**config.mk**
```make
export PLATFORM = sky130hd
export DESIGN_NAME = ahfp_accum_seq
export DESIGN_NICKNAME = d
export VERILOG_FILES = /design/src/rtl/ahfp_accum_seq_pkg.sv /design/src/rtl/ahfp_valid_pipe.sv /design/src/rtl/ahfp_accum_seq.sv
export SDC_FILE = /design/constraint.sdc
export NUM_CORES = 1
export LEC_CHECK = 0
export ABC_AREA = 0
export BUFFER_PORTS_ARGS = -buffer_cell sky130_fd_sc_hd__buf_2
export CORE_MARGIN = 2
export CORE_UTILIZATION = 40
export CTS_BUF_LIST = sky130_fd_sc_hd__clkbuf_4
export CTS_CLUSTER_SIZE = 28
export DETAILED_ROUTE_END_ITERATION = 12
export PLACE_DENSITY_LB_ADDON = 0.08
export SETUP_SLACK_MARGIN = 0.3
export SKIP_CTS_REPAIR_TIMING = 1
export SLEW_MARGIN = 20
export SYNTH_ARGS = -nofsm -noshare
export SYNTH_HDL_FRONTEND = slang
export SYNTH_SLANG_ARGS = --single-unit
```
**constraint.sdc**
```tcl
create_clock -name clk -period 2.48 [get_ports clk]
set_input_delay 0.744 -clock clk [delete_from_list [all_inputs] [get_ports clk]]
set_output_delay 0.744 -clock clk [all_outputs]
set_load 0.1 [all_outputs]
```
**src/rtl/ahfp_accum_seq_pkg.sv**
```systemverilog
// Shared definitions for the float32 reduction sequencer: FSM encoding,
// the float identity constant and the default adder latency.
package ahfp_accum_seq_pkg;

   typedef enum logic [1:0] {
      IDLE   = 2'd0,
      ACCUM  = 2'd1,
      REDUCE = 2'd2,
      DONE   = 2'd3
   } state_t;

   localparam logic [31:0] FP_ZERO     = 32'h0000_0000;
   localparam int          DEF_LATENCY = 7;

endpackage

```
**src/rtl/ahfp_valid_pipe.sv**
```systemverilog
// Valid-bit shadow of the external adder pipeline: a LATENCY-deep 1-bit shift
// register with async active-low clear; busy flags any bit in flight.
module ahfp_valid_pipe
   import ahfp_accum_seq_pkg::*;
#(
   parameter int LATENCY = DEF_LATENCY
) (
   input  logic clk,
   input  logic rst_n,
   input  logic in,
   output logic out,
   output logic busy
);

   logic [LATENCY-1:0] vld_pipe;

   always_ff @(posedge clk or negedge rst_n) begin
      if (!rst_n) vld_pipe <= '0;
      else        vld_pipe <= (vld_pipe << 1) | LATENCY'(in);
   end

   assign out  = vld_pipe[LATENCY-1];
   assign busy = |vld_pipe;

endmodule

```
**src/rtl/ahfp_accum_seq.sv**
```systemverilog
// Streaming float32 sum-reduction sequencer driving an external fixed-latency
// adder. Optional element count output enabled by AHFP_ACCUM_COUNT_EN.
module ahfp_accum_seq
   import ahfp_accum_seq_pkg::*;
#(
   parameter int LATENCY = DEF_LATENCY,
   parameter int CW      = 16
) (
   input  logic          clk,
   input  logic          rst_n,
   input  logic [31:0]   in_data,
   input  logic          in_valid,
   input  logic          in_last,
   output logic          in_ready,
   output logic [31:0]   add_dataa,
   output logic [31:0]   add_datab,
   input  logic [31:0]   add_result,
   output logic [31:0]   out_data,
   output logic          out_valid,
   input  logic          out_ready
`ifdef AHFP_ACCUM_COUNT_EN
   ,
   output logic [CW-1:0] out_count
`endif
);

   localparam int LW = $clog2(LATENCY + 1);

   state_t        state, state_d;
   logic [31:0]   hold, hold_d;
   logic          hold_vld, hold_vld_d;
   logic [LW-1:0] live, live_d;
   logic          issue;
   logic          accept;
   logic          pipe_out;
   logic          pipe_busy;

   assign in_ready  = (state == IDLE) || (state == ACCUM);
   assign accept    = in_valid && in_ready;
   assign out_valid = (state == DONE);
   assign out_data  = hold;

   ahfp_valid_pipe #(.LATENCY(LATENCY)) u_valid_pipe (
      .clk  (clk),
      .rst_n(rst_n),
      .in   (issue),
      .out  (pipe_out),
      .busy (pipe_busy)
   );

   always_ff @(posedge clk or negedge rst_n) begin
      if (!rst_n) begin
         state    <= IDLE;
         hold     <= FP_ZERO;
         hold_vld <= 1'b0;
         live     <= '0;
      end else begin
         state    <= state_d;
         hold     <= hold_d;
         hold_vld <= hold_vld_d;
         live     <= live_d;
      end
   end

   always_comb begin
      state_d    = state;
      hold_d     = hold;
      hold_vld_d = hold_vld;
      live_d     = live;
      issue      = 1'b0;
      add_dataa  = FP_ZERO;
      add_datab  = FP_ZERO;
      case (state)
         IDLE, ACCUM: begin
            // A returning partial absorbs the new element; otherwise a new chain starts.
            if (accept) begin
               issue     = 1'b1;
               add_dataa = in_data;
               if (pipe_out) add_datab = add_result;
               else          live_d    = live + LW'(1);
               state_d = in_last ? REDUCE : ACCUM;
            end else if (pipe_out) begin
               issue     = 1'b1;
               add_dataa = add_result;
            end
         end
         REDUCE: begin
            // Pair partials as they emerge, parking the odd one in hold.
            if (pipe_out) begin
               if (!hold_vld) begin
                  hold_d     = add_result;
                  hold_vld_d = 1'b1;
               end else begin
                  issue      = 1'b1;
                  add_dataa  = hold;
                  add_datab  = add_result;
                  hold_d     = FP_ZERO;
                  hold_vld_d = 1'b0;
                  live_d     = live - LW'(1);
               end
            end
            if (live == LW'(1) && hold_vld && !pipe_busy) state_d = DONE;
         end
         DONE: begin
            if (out_ready) begin
               state_d    = IDLE;
               hold_d     = FP_ZERO;
               hold_vld_d = 1'b0;
               live_d     = '0;
            end
         end
         default: state_d = IDLE;
      endcase
   end

`ifdef AHFP_ACCUM_COUNT_EN
   logic [CW-1:0] cnt;

   always_ff @(posedge clk or negedge rst_n) begin
      if (!rst_n)                        cnt <= '0;
      else if (out_valid && out_ready)   cnt <= '0;
      else if (accept && (cnt != '1))    cnt <= cnt + CW'(1);
   end

   assign out_count = cnt;
`else
   if (CW < 1) begin : g_bad_cw
      cw_bad: assert property (@(posedge clk) 1'b0);
   end
`endif

   live_le_latency: assert property (@(posedge clk) disable iff (!rst_n)
      int'(live) <= LATENCY);

endmodule
```
==> flow_metrics.py <==
metrics = {
    "outcome": {
        "status": "finished with violations",
        "violations": "negative setup slack",
    },
    "timing": {
        "finalCritPeriodShare_pct": 108,
        "drv_slew": 0,
        "slew_headroom_pct": 55.5,
        "fmax_mhz": 374,
        "tightestPinTransition_ns": 0.668,
        "clock_skew_ns": 0.0107,
        "finalHoldViolCount": 0,
        "fin_ws_ns": -0.196,
        "rsz0062_at_grt": "yes",
        "fin_crit_ns": 2.68,
        "setup_viol": 64,
    },
    "synthesis": {
        "synth_top_area_share_pct": 46.3,
        "synth-edff-count": 0,
        "synth-async-reset-ratio_pct": 100,
        "synth_cell_type_count": 28,
        "synth.most_common_cell": "dfrtp_1",
        "netlist_instances": 237,
        "synth-adder-area-share_pct": 1.54,
        "avgSynthCellArea_um2": 10.3,
        "synth-xor-area-share_pct": 0,
        "yosysWarnings": 0,
        "synth_top_family_by_area": "compound AO/OA/AOI/OAI gates",
        "synth.net_count": 309,
        "ys.flop_type": "dfrtp_1",
        "ys_top_cells_by_area": "dfrtp_1 46%, a222oi_1 13%, a22o_1 12%, and2_1 8.5%, inv_1 5.4%",
        "synth_compound_area_share_pct": 28.2,
        "ys_ff_latch": 45,
        "synth_mux_area_share_pct": 0.875,
        "synthesis.area_um2": 2430,
        "yosysSeqAreaShare_pct": 46.3,
        "synth-simple-area-share_pct": 13.9,
        "synth_top_area_cell": "dfrtp_1",
        "yosys-top-cells-count": "45 x dfrtp_1, 35 x inv_1, 34 x a22o_1",
    },
    "clock_tree": {
        "clkSlewWorstSetupHoldPaths_ns": 0.13,
        "clkSinkCount": 45,
        "clock_latency_ns": 0.36,
        "cts_tree": "built",
        "cts_max_level": 2,
        "cts-root-buf": "clkbuf_4",
        "cts_buffers": 5,
        "cts_buffer_depth": 2,
    },
    "detailed_routing": {
        "via_per_inst": 5.55,
        "remaining_drc_errors": 0,
        "drt_iter0_drc": 288,
        "avgRoutedWirePerCell_um": 18.2,
        "dr.pass1.iters": 8,
        "vias": 2693,
        "wirelength_um": 8850,
        "drtAntennaViolNets": 0,
    },
    "worst_setup_path": {
        "critPathTopFamily": "buffers and inverters",
        "r2r_end": "out_data[6]",
        "crit_chain": "buf_4 > nor3b_4 > buf_6 > a222oi_1 > inv_2 > buf_12",
        "worst-path-max-fanout": 13,
        "reg2reg_from": "state[1]",
        "reg2reg_depth": 5,
        "crit_slowest_cell": "dfrtp_2",
        "required_ns": 1.74,
        "critical_path_class": "flop to output port",
        "worstPathArrival_ns": 1.93,
        "cp_num_buf_inv": 4,
        "cp-end-kind": "output port",
        "crit_path_max_incr_delay_ns": 0.48,
        "rrSetupSlack_ns": 0.67,
        "start_kind": "flop",
    },
    "global_route": {
        "antenna_found_initial": 0,
        "overflow": 0,
        "grt_pass1_vias": 2609,
        "grt_usage_pct": 25.6,
        "grt_max_degree": 34,
        "grt_pass1_wl_um": 13100,
    },
    "floorplan": {
        "core_area_um2": 5890,
        "dieArea_um2": 6710,
        "die_y_um": 81.9,
        "initial_core_util_pct": 41.3,
        "die_w_um": 81.9,
        "rows": 28,
        "ios": 167,
    },
    "final_layout": {
        "n_antenna_cell": 0,
        "design_area_um2": 4650,
        "layout-drive-gt1-share_pct": 64.9,
        "finalNonFillerCells": 485,
        "layout.nets": 481,
        "fin_util_pct": 78.9,
        "area_growth_pct": 91.2,
        "fillers": 393,
    },
    "place": {
        "dpl.cell_count": 473,
        "dpl.hpwl_um": 6600,
        "placed_area_um2": 4480,
        "place_ws_ns": -0.226,
        "port-buffer-count": 166,
        "gp_routability_congestion": 0.807,
    },
    "job": {
        "drv_cap": 0,
    },
    "worst_hold_path": {
        "min_path_type": "input pin to async pin",
    },
}
==> worst reg2reg max path, stage by stage (launching register included) <==
cell	delay, ns
dfrtp_2	0.46
buf_4	0.21
clkinvlp_4	0.15
buf_4	0.15
a21o_2	0.41
a22o_1	0.34
==> kinds of logic after synthesis <==
| family | Yosys count |
|---|---|
| flip-flops | 45 |
| AO/OA/AOI/OAI | 76 |
| multiplexers | 2 |
| adder cells (fa/ha/maj) | 3 |
| buffers and inverters | 57 |
| AND/OR/NAND/NOR | 54 |
==> per-stage QoR <==
step / hold slack, ns / TNS (ns)
5_1_grt: 0.380 / -14.11
3_5_place_dp: 0.361 / -11.25
2_1_floorplan: 0.354 / -1.24
4_1_cts: 0.347 / -13.62
3_3_place_gp: 0.361 / -9.46
6_report: 0.343 / -9.40
==> registers in the layout (all words and copies together), names as in the netlist <==
register / cells
live: 3
state: 2
hold_vld: 1
out_data: 32
u_valid_pipe.vld_pipe: 7
==> worst max-delay path by stage <==
stage / start / to / slack [ns] / cells after the start
floorplan: in_valid / add_dataa[31] / -0.05 / 5
global placement: in_valid / add_datab[23] / -0.18 / 7
detailed placement: in_valid / add_datab[31] / -0.23 / 7
CTS: state[1] / add_dataa[31] / -0.27 / 6
global route: state[1] / add_dataa[31] / -0.28 / 6
finish: state[1] / add_dataa[31] / -0.20 / 6
==> layout by cell type, fill, tap and decap left out, drive strengths merged <==
master    synthesis  routed
nor3              2       2
nand2b            3       3
clkinvlp          0       1
a21oi             4       4
and4b             1       1
a222oi           32      32
nor4              1       1
buf              10     186
a221oi            1       1
and3b             1       1
nand4             1       1
a21o              2       2
nor2              5       5
bufinv            0       1
ha                3       3
dfrtp            45      45
mux2i             1       1
a31oi             1       1
clkbuf           12       7
clkinv            0       1
and2             33      33
a311o             1       1
inv              35      34
nor2b             2       2
nand2             1       1
mux2              1       1
o21a              1       1
nor3b             4       4
a22o             34      34
==> cell type report <==
| class | count | area, um^2 | share of cell area (%) |
|---|---|---|---|
| Timing Repair Buffer | 187 | 2020 | 43.5 |
| Multi-Input combinational cell | 135 | 1190 | 25.6 |
| Sequential cell | 45 | 1130 | 24.3 |
| Inverter | 35 | 135 | 2.91 |
| Tap cell | 75 | 93.8 | 2.02 |
| Clock buffer | 6 | 45.0 | 0.970 |
| Clock inverter | 2 | 33.8 | 0.727 |
==> per-layer routing <==
| metal | global-route usage (%) | up-vias | share of wire [%] |
|---|---|---|---|
| li1 | - | 1234 | - |
| met1 | 30.9 | 1308 | 38 |
| met2 | 44.6 | 135 | 52 |
| met3 | 5.49 | 16 | 7.3 |
| met4 | 9.50 | 0 | 1.8 |
| met5 | 0 | - | 0 |
Power is not shown: default switching activity piles up to over one toggle a cycle in this logic, so the estimate is an artifact.
